==> src/rtl/ex_alu_mc.sv <==
// rtl/ex_alu_mc.sv - Execute-stage ALU with registered single-cycle ops and an iterative shift-add MUL.
// Optional: define MUL_EARLY_EXIT_EN to finish MUL once the remaining multiplier bits are all zero.
module ex_alu_mc #(
    parameter int XLEN       = 32,
    parameter int MUL_CYCLES = 32
) (
    input  logic            clk_i,
    input  logic            rst_i,
    input  logic            valid_i,
    input  logic [3:0]      ctrl_i,
    input  logic [XLEN-1:0] op1_i,
    input  logic [XLEN-1:0] op2_i,
    input  logic            flush_i,
    output logic            ready_o,
    output logic            stall_o,
    output logic [XLEN-1:0] result_o,
    output logic            zero_o,
    output logic            done_o
);
    localparam int SHW = $clog2(XLEN);
    localparam int CW  = $clog2(MUL_CYCLES + 1);

    localparam logic [3:0] OP_AND  = 4'd0;
    localparam logic [3:0] OP_XOR  = 4'd1;
    localparam logic [3:0] OP_SLL  = 4'd2;
    localparam logic [3:0] OP_ADD  = 4'd3;
    localparam logic [3:0] OP_SUB  = 4'd4;
    localparam logic [3:0] OP_MUL  = 4'd5;
    localparam logic [3:0] OP_ADDI = 4'd6;
    localparam logic [3:0] OP_SRAI = 4'd7;
    localparam logic [3:0] OP_LW   = 4'd8;
    localparam logic [3:0] OP_SW   = 4'd9;
    localparam logic [3:0] OP_BEQ  = 4'd10;

    typedef enum logic {IDLE, MUL_RUN} state_t;

    state_t          state_q, state_d;
    logic [XLEN-1:0] result_q, result_d;
    logic            zero_q, zero_d;
    logic            done_q, done_d;
    logic [XLEN-1:0] acc_q, acc_d;
    logic [XLEN-1:0] mcand_q, mcand_d;
    logic [XLEN-1:0] mplier_q, mplier_d;
    logic [CW-1:0]   cnt_q, cnt_d;

    logic            accept;
    logic [XLEN-1:0] alu_res;
    logic [XLEN-1:0] add_sum;
    logic [XLEN-1:0] mplier_nxt;
    logic            mul_last;
    logic [SHW-1:0]  shamt;

    // A flush in IDLE blocks acceptance, so flush wins over a simultaneous accept.
    assign ready_o  = (state_q == IDLE);
    assign accept   = valid_i && ready_o && !flush_i;
    assign stall_o  = (state_q == MUL_RUN) || (accept && (ctrl_i == OP_MUL));
    assign result_o = result_q;
    assign zero_o   = zero_q;
    assign done_o   = done_q;

    assign shamt      = op2_i[SHW-1:0];
    assign add_sum    = mplier_q[0] ? (acc_q + mcand_q) : acc_q;
    assign mplier_nxt = mplier_q >> 1;
`ifdef MUL_EARLY_EXIT_EN
    assign mul_last   = (cnt_q == CW'(1)) || (mplier_nxt == '0);
`else
    assign mul_last   = (cnt_q == CW'(1));
`endif

    always_comb begin
        alu_res = '0;
        case (ctrl_i)
            OP_AND:                   alu_res = op1_i & op2_i;
            OP_XOR:                   alu_res = op1_i ^ op2_i;
            OP_SLL:                   alu_res = op1_i << shamt;
            OP_ADD, OP_ADDI,
            OP_LW, OP_SW:             alu_res = op1_i + op2_i;
            OP_SUB, OP_BEQ:           alu_res = op1_i - op2_i;
            OP_SRAI:                  alu_res = XLEN'($signed(op1_i) >>> shamt);
            default:                  alu_res = '0;
        endcase
    end

    always_comb begin
        state_d  = state_q;
        result_d = result_q;
        zero_d   = zero_q;
        done_d   = 1'b0;
        acc_d    = acc_q;
        mcand_d  = mcand_q;
        mplier_d = mplier_q;
        cnt_d    = cnt_q;
        case (state_q)
            IDLE: begin
                if (accept) begin
                    if (ctrl_i == OP_MUL) begin
                        acc_d    = '0;
                        mcand_d  = op1_i;
                        mplier_d = op2_i;
                        cnt_d    = CW'(MUL_CYCLES);
                        state_d  = MUL_RUN;
                    end else begin
                        result_d = alu_res;
                        zero_d   = (alu_res == '0);
                        done_d   = 1'b1;
                    end
                end
            end
            MUL_RUN: begin
                if (flush_i) begin
                    state_d = IDLE;
                end else begin
                    acc_d    = add_sum;
                    mcand_d  = mcand_q << 1;
                    mplier_d = mplier_nxt;
                    cnt_d    = cnt_q - CW'(1);
                    if (mul_last) begin
                        result_d = add_sum;
                        zero_d   = (add_sum == '0);
                        done_d   = 1'b1;
                        state_d  = IDLE;
                    end
                end
            end
            default: state_d = IDLE;
        endcase
    end

    always_ff @(posedge clk_i) begin
        if (rst_i) begin
            state_q  <= IDLE;
            result_q <= '0;
            zero_q   <= 1'b1;
            done_q   <= 1'b0;
            acc_q    <= '0;
            mcand_q  <= '0;
            mplier_q <= '0;
            cnt_q    <= '0;
        end else begin
            state_q  <= state_d;
            result_q <= result_d;
            zero_q   <= zero_d;
            done_q   <= done_d;
            acc_q    <= acc_d;
            mcand_q  <= mcand_d;
            mplier_q <= mplier_d;
            cnt_q    <= cnt_d;
        end
    end
endmodule

==> config.mk <==
export PLATFORM = sky130hd
export DESIGN_NAME = ex_alu_mc
export DESIGN_NICKNAME = d
export VERILOG_FILES = /design/src/rtl/ex_alu_mc.sv
export SDC_FILE = /design/constraint.sdc
export NUM_CORES = 1
export LEC_CHECK = 0
export ABC_AREA = 1
export BUFFER_PORTS_ARGS = -buffer_cell sky130_fd_sc_hd__clkbuf_2
export CAP_MARGIN = 20
export CORE_MARGIN = 2
export CORE_UTILIZATION = 40
export DETAILED_ROUTE_END_ITERATION = 10
export PLACE_DENSITY = 0.59
export SYNTH_ARGS = -nofsm -noshare
export SYNTH_HDL_FRONTEND = slang
export SYNTH_SLANG_ARGS = --single-unit
export TNS_END_PERCENT = 30
==> constraint.sdc <==
create_clock -name clk_i -period 5.7 [get_ports clk_i]
set_input_delay 0.855 -clock clk_i [delete_from_list [all_inputs] [get_ports clk_i]]
set_output_delay 0.855 -clock clk_i [all_outputs]
set_load 0.05 [all_outputs]
# Yosys cells after proc, flatten, opt, wreduce, memory -nomap -nowiden
# Cells that the tools add are included.
[word_totals]
reg_bits = 137
word_cells = 83
inputBits = 72
out_inout_bits = 36
[op_classes]
addsub = 4
reduce_logical = 12
shift = 2
n_eq_ne = 16
bitwise_logic = 3
muxes = 38
[op_table]
columns = ["operator", "n"]
rows = [
  ["two-way mux 32 bit", 14],
  ["one-hot mux 32 bit (2 select lines)", 4],
  ["one-hot mux 32 bit (6 select lines)", 1],
  ["adder 32 bit", 2],
  ["logical NOT 32 bit", 2],
  ["bitwise AND 32 bit", 1],
  ["<< shifter 32 x 5 -> 32 bit", 1],
  [">>> shifter 32 x 5 -> 32 bit", 1],
  ["subtractor 32 bit", 1],
  ["bitwise XOR 32 bit", 1],
  ["two-way mux 6 bit", 3],
  ["== test 4 x 3 -> 1 bit (second input constant)", 4],
  ["== test 4 bit (second input constant)", 3],
  ["two-way mux 1 bit", 12],
  ["one-hot mux 6 bit (2 select lines)", 1],
  ["== test 4 x 2 -> 1 bit (second input constant)", 2],
  ["== test 6 x 1 -> 1 bit (second input constant)", 1],
  ["inequality test 2 x 1 -> 1 bit (second input constant)", 3],
  ["one-hot mux 1 bit (2 select lines)", 3],
  ["subtractor 6 x 1 -> 6 bit (second input constant)", 1],
  ["== test 4 x 1 -> 1 bit (second input constant)", 1],
  ["logical NOT 4 bit", 1],
  ["inequality test 2 bit (second input constant)", 2],
  ["AND reduction 4 bit", 1],
  ["7 further kinds", 9],
]

# Logic depth before layout (Yosys ltp)
# Gate-level depths: netlist (run 1).
[logic_depth]
ltp_word = 7
mapped_depth = 35
depth_no_buf = 32

# Least setup slack after synthesis (run 1)
# No wires, ideal clock.
[synth_path]
path_type = "in2reg"
startpoint = "in op2_i[1]"
endpoint = "reg zero_q, in the netlist zero_o"
path_buffers = 3
t_arrival_ps = 4185
required_ps = 5642
stages = 29
path_slack_ps = 1457
path_cell_list = "buf_6 inv_4 buf_4 buf_4 ha_1 nand2_1 nor2_1 nand2_1 nor3_2 nand3_1 nor4_2 a41oi_1 a21oi_1 xor2_1 ha_1 a21o_1 nor2_1 nand2_1 a21oi_1 nand3_1 nand3_1 nand3_1 nor2_1 nand3_1 nor2_1 nand2_1 nand2_1 nand2_1 nand2_1"
[synth_between]
elab_chain_len = 6
elab_cells_between_ends = 11
[synth_rtl]
columns = ["item", "line", "rtl"]
rows = [
  ["start, declared", "12", "input logic [XLEN-1:0] op2_i,"],
  ["subtractor 32 bit, or another cell as far along", "78", "OP_SUB, OP_BEQ: alu_res = op1_i - op2_i;"],
  ["one-hot mux 32 bit (6 select lines) (*)", "72", "case (ctrl_i)"],
  ["logical NOT 32 bit (*)", "104", "zero_d = (alu_res == '0);"],
  ["two-way mux 1 bit (*)", "96", "if (ctrl_i == OP_MUL) begin"],
  ["two-way mux 1 bit (*)", "95", "if (accept) begin"],
  ["one-hot mux 1 bit (2 select lines) (*)", "93", "case (state_q)"],
  ["end signal, assigned", "142", "zero_q <= zero_d;"],
  ["end, declared", "39", "logic zero_q, zero_d;"],
]
# Mark *: on every way between the ends. The rest lies on a longest branch, timed or not. The select of a mux whose other input is x is not followed.
# A chain may end at the register's enable or synchronous reset.

# Final worst setup path (run 1)
# Same ends and word-level chain as after synthesis.

==> impl_metrics.ini, run 1 <==
[grt]
grt.overflow.total = 0
grt_usage_pct = 33.1
grt_pass1_wl_mm = 106
grt_pass1_vias = 18000
grt_max_degree = 131
antenna_found_initial = 0

[die]
die-area_mm2 = 0.0421
dieWidth_um = 205
fp-row-count = 73
io_pins = 108
start_util_pct = 40.6
core_area_mm2 = 0.0398
die_h_um = 205

[synth]
yosysSeqAreaShare_pct = 16.9
yosys_register_bits = 137
netlist.area_leader.share_pct = 23.4
synthFlopType = dfxtp_1
synth_top_area_cell = nand2_1
synth_edf_count = 0
async_flop_share_pct = 0
syn-cell-area_mm2 = 0.0162
synth_fp_nets = 3029
synthTopCellsByArea = nand2_1 23%, dfxtp_1 17%, nand3_1 12%
synth.distinct_cells = 55
yosysWarnings = 0
avgSynthCellArea_um2 = 5.67
synth_cells = 2857

[critical_path]
path_class = in -> reg
r2r_start = state_q$_SDFF_PP0_
rrSetupSlack_ns = 2.48
r2r_cells = 7
crit_top_cell = nand2_1
cp_top_family = simple AND/OR/NAND/NOR gates
worstReg2RegEnd = mcand_q[11]$_SDFFE_PP0P_
worst-path-max-fanout = 4
cpMaxStageDelayCell = ha_1
arrival_ns = 5.00
slowest_delay_ns = 0.36
critical_path_required_ns = 6.10
setup.worst_path.end_class = flip-flop
critical_path_buf_inv_count = 3
critPathLaunchType = primary input
cp_num_cells = 29

[routing]
dr.pass1.iters = 7
antenna_left = 0
wirelength_mm = 69.6
vias = 19200
initialDrtViolationCount = 1821
vias_per_cell = 5.63
drc = 0
wl_per_cell_um = 20.4

[clock_tree]
cts_max_level = 4
root_buffer = clkbuf_16
path_clk_slew_ns = 0.06
tritoncts = done
postCtsSetupBuffers = 0
cts.sinks = 137
hold_buffers = 0
insertion_delay_ns = 0.45
cts-buffers-inserted = 17
cts.path.max_buffers = 2
cts_resized = 0

[final_layout]
nets = 3047
mostFrequentLayoutCells = 1007 x nand2_1, 403 x nand3_1, 256 x inv_1, 190 x nor2_1, 153 x o21ai_0
nFillCells = 4510
multi_input_area_mm2 = 0.0118
antenna_cells = 0
drive_gt1_share_pct = 9.36
final_common_cell = nand2_1
syn_to_final_growth_pct = 8.62
stdcell_area_mm2 = 0.0176
regArea_mm2 = 0.00275

[hold_path]
hold_path_end = mplier_q[5]$_SDFFE_PP0P_
min_from = mplier_q[6]$_SDFFE_PP0P_
hp-class = reg -> reg
hold_depth = 2

[place]
port-buffer-count = 107
dpl-instance-area_mm2 = 0.0169
globalplace.congestion = 1.04
dp_hpwl_mm = 54.5

[power_and_ir_drop]
powerDensity_mw_per_mm2 = 200
p_leak_nw = 8.96
ir_drop_v = 0.000192

[timing]
worst_pin_slew_ns = 0.911
finClkSkew_ns = 0.00760
totalNegativeSetupSlack_ns = 0
finalHoldViolations = 0
layout_min_cycle_time_ns = 4.60
max_freq_mhz = 217
relSlewSlack_pct = 39.2
drv_slew = 0
finalSetupViolCount = 0
rsz0062_at_grt = no
period_share_pct = 80.7

[outcome]
status = completed

[flow_run]
cap_violations = 0
## stage by stage
step	hold slack, ns	setup slack [ns]	instances	util (%)	power [mW]
after global routing	0.494	0.780	3411	44.2	3.69
after detailed placement	0.466	0.671	3379	42.4	2.24
final	0.477	1.10	3411	44.2	3.51
after CTS	0.476	1.15	3409	44.1	3.50
after global placement	0.457	0.619	3379	42.4	2.24
after floorplan	0.441	1.46	2857	-	1.84
## metal layers
metal | share of wire, % | up-vias | global-route usage, %
li1 | - | 9446 | -
met1 | 44 | 8791 | 43.6
met2 | 44 | 798 | 52.4
met3 | 7.0 | 173 | 4.55
met4 | 5.9 | 0 | 17.9
met5 | 0 | - | 0
## worst max-delay path by stage
stage	slack, ns	from	endpoint
2_1_floorplan	1.46	op2_i[1]	zero_o$_SDFFE_PP1P_
3_3_place_gp	0.62	op2_i[1]	zero_o$_SDFFE_PP1P_
3_5_place_dp	0.67	op2_i[1]	zero_o$_SDFFE_PP1P_
4_1_cts	1.15	op2_i[1]	zero_o$_SDFFE_PP1P_
5_1_grt	0.78	op2_i[1]	zero_o$_SDFFE_PP1P_
6_report	1.10	op2_i[1]	zero_o$_SDFFE_PP1P_
## report_power, final
part / total (mW) / internal, mW / switching [mW]
Sequential: 1.01 / 0.988 / 0.0237
Combinational: 1.24 / 0.348 / 0.895
Clock: 1.26 / 0.826 / 0.431
## flip-flops by register name, summed over array words and instances, names as in the netlist
name      cells
acc_q        32
cnt_q         6
done_o        1
mcand_q      32
mplier_q     32
result_o     32
state_q       1
zero_o        1
## final cells by class
cell class / instances / share of cell area, %
clock inverters: 8 / 1.10
repair buffers: 130 / 4.21
multi-input cells: 2319 / 66.9
inverters: 270 / 5.81
flip-flops and latches: 137 / 15.6
well taps: 525 / 3.74
clock buffers: 22 / 2.58
## cells by family (layout without fill, tap and decap cells)
group	count (synthesis)	in the layout	synth area share, %
flops	137	137	16.9
fa+ha+maj	100	100	7.82
compound gates	423	423	14.8
buf+inv	401	430	10.5
simple gates	1763	1763	48.2
xor+xnor	33	33	1.79
## worst register-to-register path: stages, from the launching register on
cell     delay (ns)
dfxtp_4        0.59
inv_2          0.41
nor2_1         0.58
inv_1          0.23
nand2_4        0.46
buf_12         0.44
o21ai_0        0.22
a31oi_1        0.19
## synthesized netlist by cell type (13+ instances only)
cell and n:
nand2_1 1009, nand3b_1 15, xor2_1 27, ha_1 98, nor3_1 15, or2_2 24, nor2_1 192, buf_2 32
nand4_1 20, o21ai_0 153, inv_1 257, dfxtp_1 137, nand3_2 26, clkbuf_1 72, a22o_1 16, nand3_1 403
o211ai_1 13, a31oi_1 85, nand2_4 26, a21oi_1 121
No activity file was read; power rests on OpenSTA's default activity.
==> run 2: changes to the inputs <==
--- a/config.mk
+++ b/config.mk
@@ -11,7 +11,7 @@
 export CORE_MARGIN = 2
 export CORE_UTILIZATION = 40
 export DETAILED_ROUTE_END_ITERATION = 10
-export PLACE_DENSITY = 0.59
+export PLACE_DENSITY = 0.61
 export SYNTH_ARGS = -nofsm -noshare
 export SYNTH_HDL_FRONTEND = slang
 export SYNTH_SLANG_ARGS = --single-unit
==> constraint.sdc (replaced) <==
create_clock -name clk_i -period 4.15 [get_ports clk_i]
set_input_delay 0.6225 -clock clk_i [delete_from_list [all_inputs] [get_ports clk_i]]
set_output_delay 0.6225 -clock clk_i [all_outputs]
set_load 0.05 [all_outputs]
==> impl_metrics.ini, run 2 (synthesized netlist as in run 1, its figures left out) <==
[outcome]
status = completed

[clock_tree]
cts.path.max_buffers = 2
cts-buffers-inserted = 17
path_clk_slew_ns = 0.07
root_buffer = clkbuf_16
cts.sinks = 137
insertion_delay_ns = 0.45
cts_max_level = 4
tritoncts = done

[critical_path]
setup.worst_path.start = op2_i[0]
worst-path-max-fanout = 4
slowest_delay_ns = 0.40
cpMaxStageDelayCell = ha_1
crit_top_cell = nand2_1
arrival_ns = 4.30
path_class = in -> reg
r2r_start = mcand_q[0]$_SDFFE_PP0P_
setup.worst_path.end_class = flip-flop
critical_path_required_ns = 4.54
critPathLaunchType = primary input

[die]
die-area_mm2 = 0.0421
fp-row-count = 73
io_pins = 108
die_h_um = 205
start_util_pct = 40.6
dieWidth_um = 205
core_area_mm2 = 0.0398

[final_layout]
antenna_cells = 0
drive_gt1_share_pct = 15.3
final_common_cell = nand2_1
mostFrequentLayoutCells = 997 x nand2_1, 396 x nand3_1, 255 x inv_1, 178 x nor2_1, 162 x buf_4
nets = 3190
syn_to_final_growth_pct = 16.2
stdcell_area_mm2 = 0.0188
finish.utilization_pct = 47.2

[routing]
antenna_left = 0
dr.pass1.iters = 6
wirelength_mm = 70.9
initialDrtViolationCount = 1849
vias_per_cell = 5.60
wl_per_cell_um = 19.9
vias = 19900
drc = 0

[place]
globalplace.congestion = 1.02
port-buffer-count = 107
dp_hpwl_mm = 56.5
dpl-instance-area_mm2 = 0.0180

[timing]
layout_min_cycle_time_ns = 3.92
relSlewSlack_pct = 28.4
period_share_pct = 94.4
whs_ns = 0.471
finClkSkew_ns = 0.0112
drv_slew = 0
max_freq_mhz = 255
finalHoldViolations = 0
worst_pin_slew_ns = 1.07
finalSetupViolCount = 0

[grt]
antenna_found_initial = 0
grt_max_degree = 131
grt_pass1_vias = 18400
grt_usage_pct = 33.5
grt_pass1_wl_mm = 107
grt.overflow.total = 0

[power_and_ir_drop]
powerDensity_mw_per_mm2 = 263
p_leak_nw = 9.67
ir_drop_v = 0.000262
total_power_mw = 4.94

[hold_path]
hp-class = reg -> reg
min_from = mplier_q[1]$_SDFFE_PP0P_

[flow_run]
cap_violations = 0
[run 2: cell types whose count changed in the layout (fill, tap and decap cells not counted), moves of 7 or more]
cell     change
a21oi_2      +7
nor2_2      +12
buf_4      +142
a21oi_1      -8
nor2_1      -12
nand2_1     -10
nand3_1      -7
nand2_2      +9
[run 2: power breakdown]
| part | total (mW) | switching, mW | internal, mW |
|---|---|---|---|
| sequential | 1.39 | 0.0307 | 1.36 |
| combinational | 1.99 | 1.31 | 0.682 |
| clock | 1.56 | 0.662 | 0.902 |
[run 2: stage by stage]
| stage | TNS (ns) | instances | setup WS, ns |
|---|---|---|---|
| final | 0 | 3556 | 0.234 |
| after global routing | -0.205 | 3556 | -0.122 |
| after CTS | 0 | 3552 | 0.230 |
| after detailed placement | -0.917 | 3520 | -0.218 |
| after global placement | -0.597 | 3520 | -0.181 |
| after floorplan | 0 | 2857 | 0.140 |
[run 2: layer usage]
metal | global-route usage, % | routed length, um | vias to the layer above
met1 | 44.6 | 31100 | 9292
met4 | 15.6 | 3530 | 0
li1 | - | - | 9741
met3 | 4.85 | 4680 | 131
met5 | 0 | 0 | -
met2 | 53.4 | 31600 | 756
[run 2: timing repair]
item	CTS	global route
setup endpoints to repair	0	7
gates resized for setup	0	56
hold buffers	0	0
setup buffers	0	4
[run 2: worst max-delay path, delay by kind of cell]
family,cells,cell delay [ns]
AO/OA/AOI/OAI,1,0.22
XOR/XNOR,1,0.21
adder cells (fa/ha/maj),2,0.53
buffers and inverters,3,0.34
AND/OR/NAND/NOR,22,2.37
[run 2: final timing paths]
| kind | slack (ns) | cells after the start | endpoint |
|---|---|---|---|
| worst min register to register | 0.47 | 2 | mplier_q[0]$_SDFFE_PP0P_ |
| worst max-delay path | 0.23 | 29 | zero_o$_SDFFE_PP1P_ |
| worst max register to register | 1.17 | 16 | zero_o$_SDFFE_PP1P_ |
| worst min-delay path | 0.47 | 2 | mplier_q[0]$_SDFFE_PP0P_ |
[run 2: area by class of cell]
| type | instances | area, um^2 |
|---|---|---|
| Multi-Input combinational cell | 2319 | 12000 |
| Fill cell | 4405 | 21000 |
| Clock inverter | 13 | 158 |
| Tap cell | 525 | 657 |
| Sequential cell | 137 | 2750 |
| Inverter | 270 | 1020 |
| Timing Repair Buffer | 273 | 1820 |
| Clock buffer | 19 | 433 |
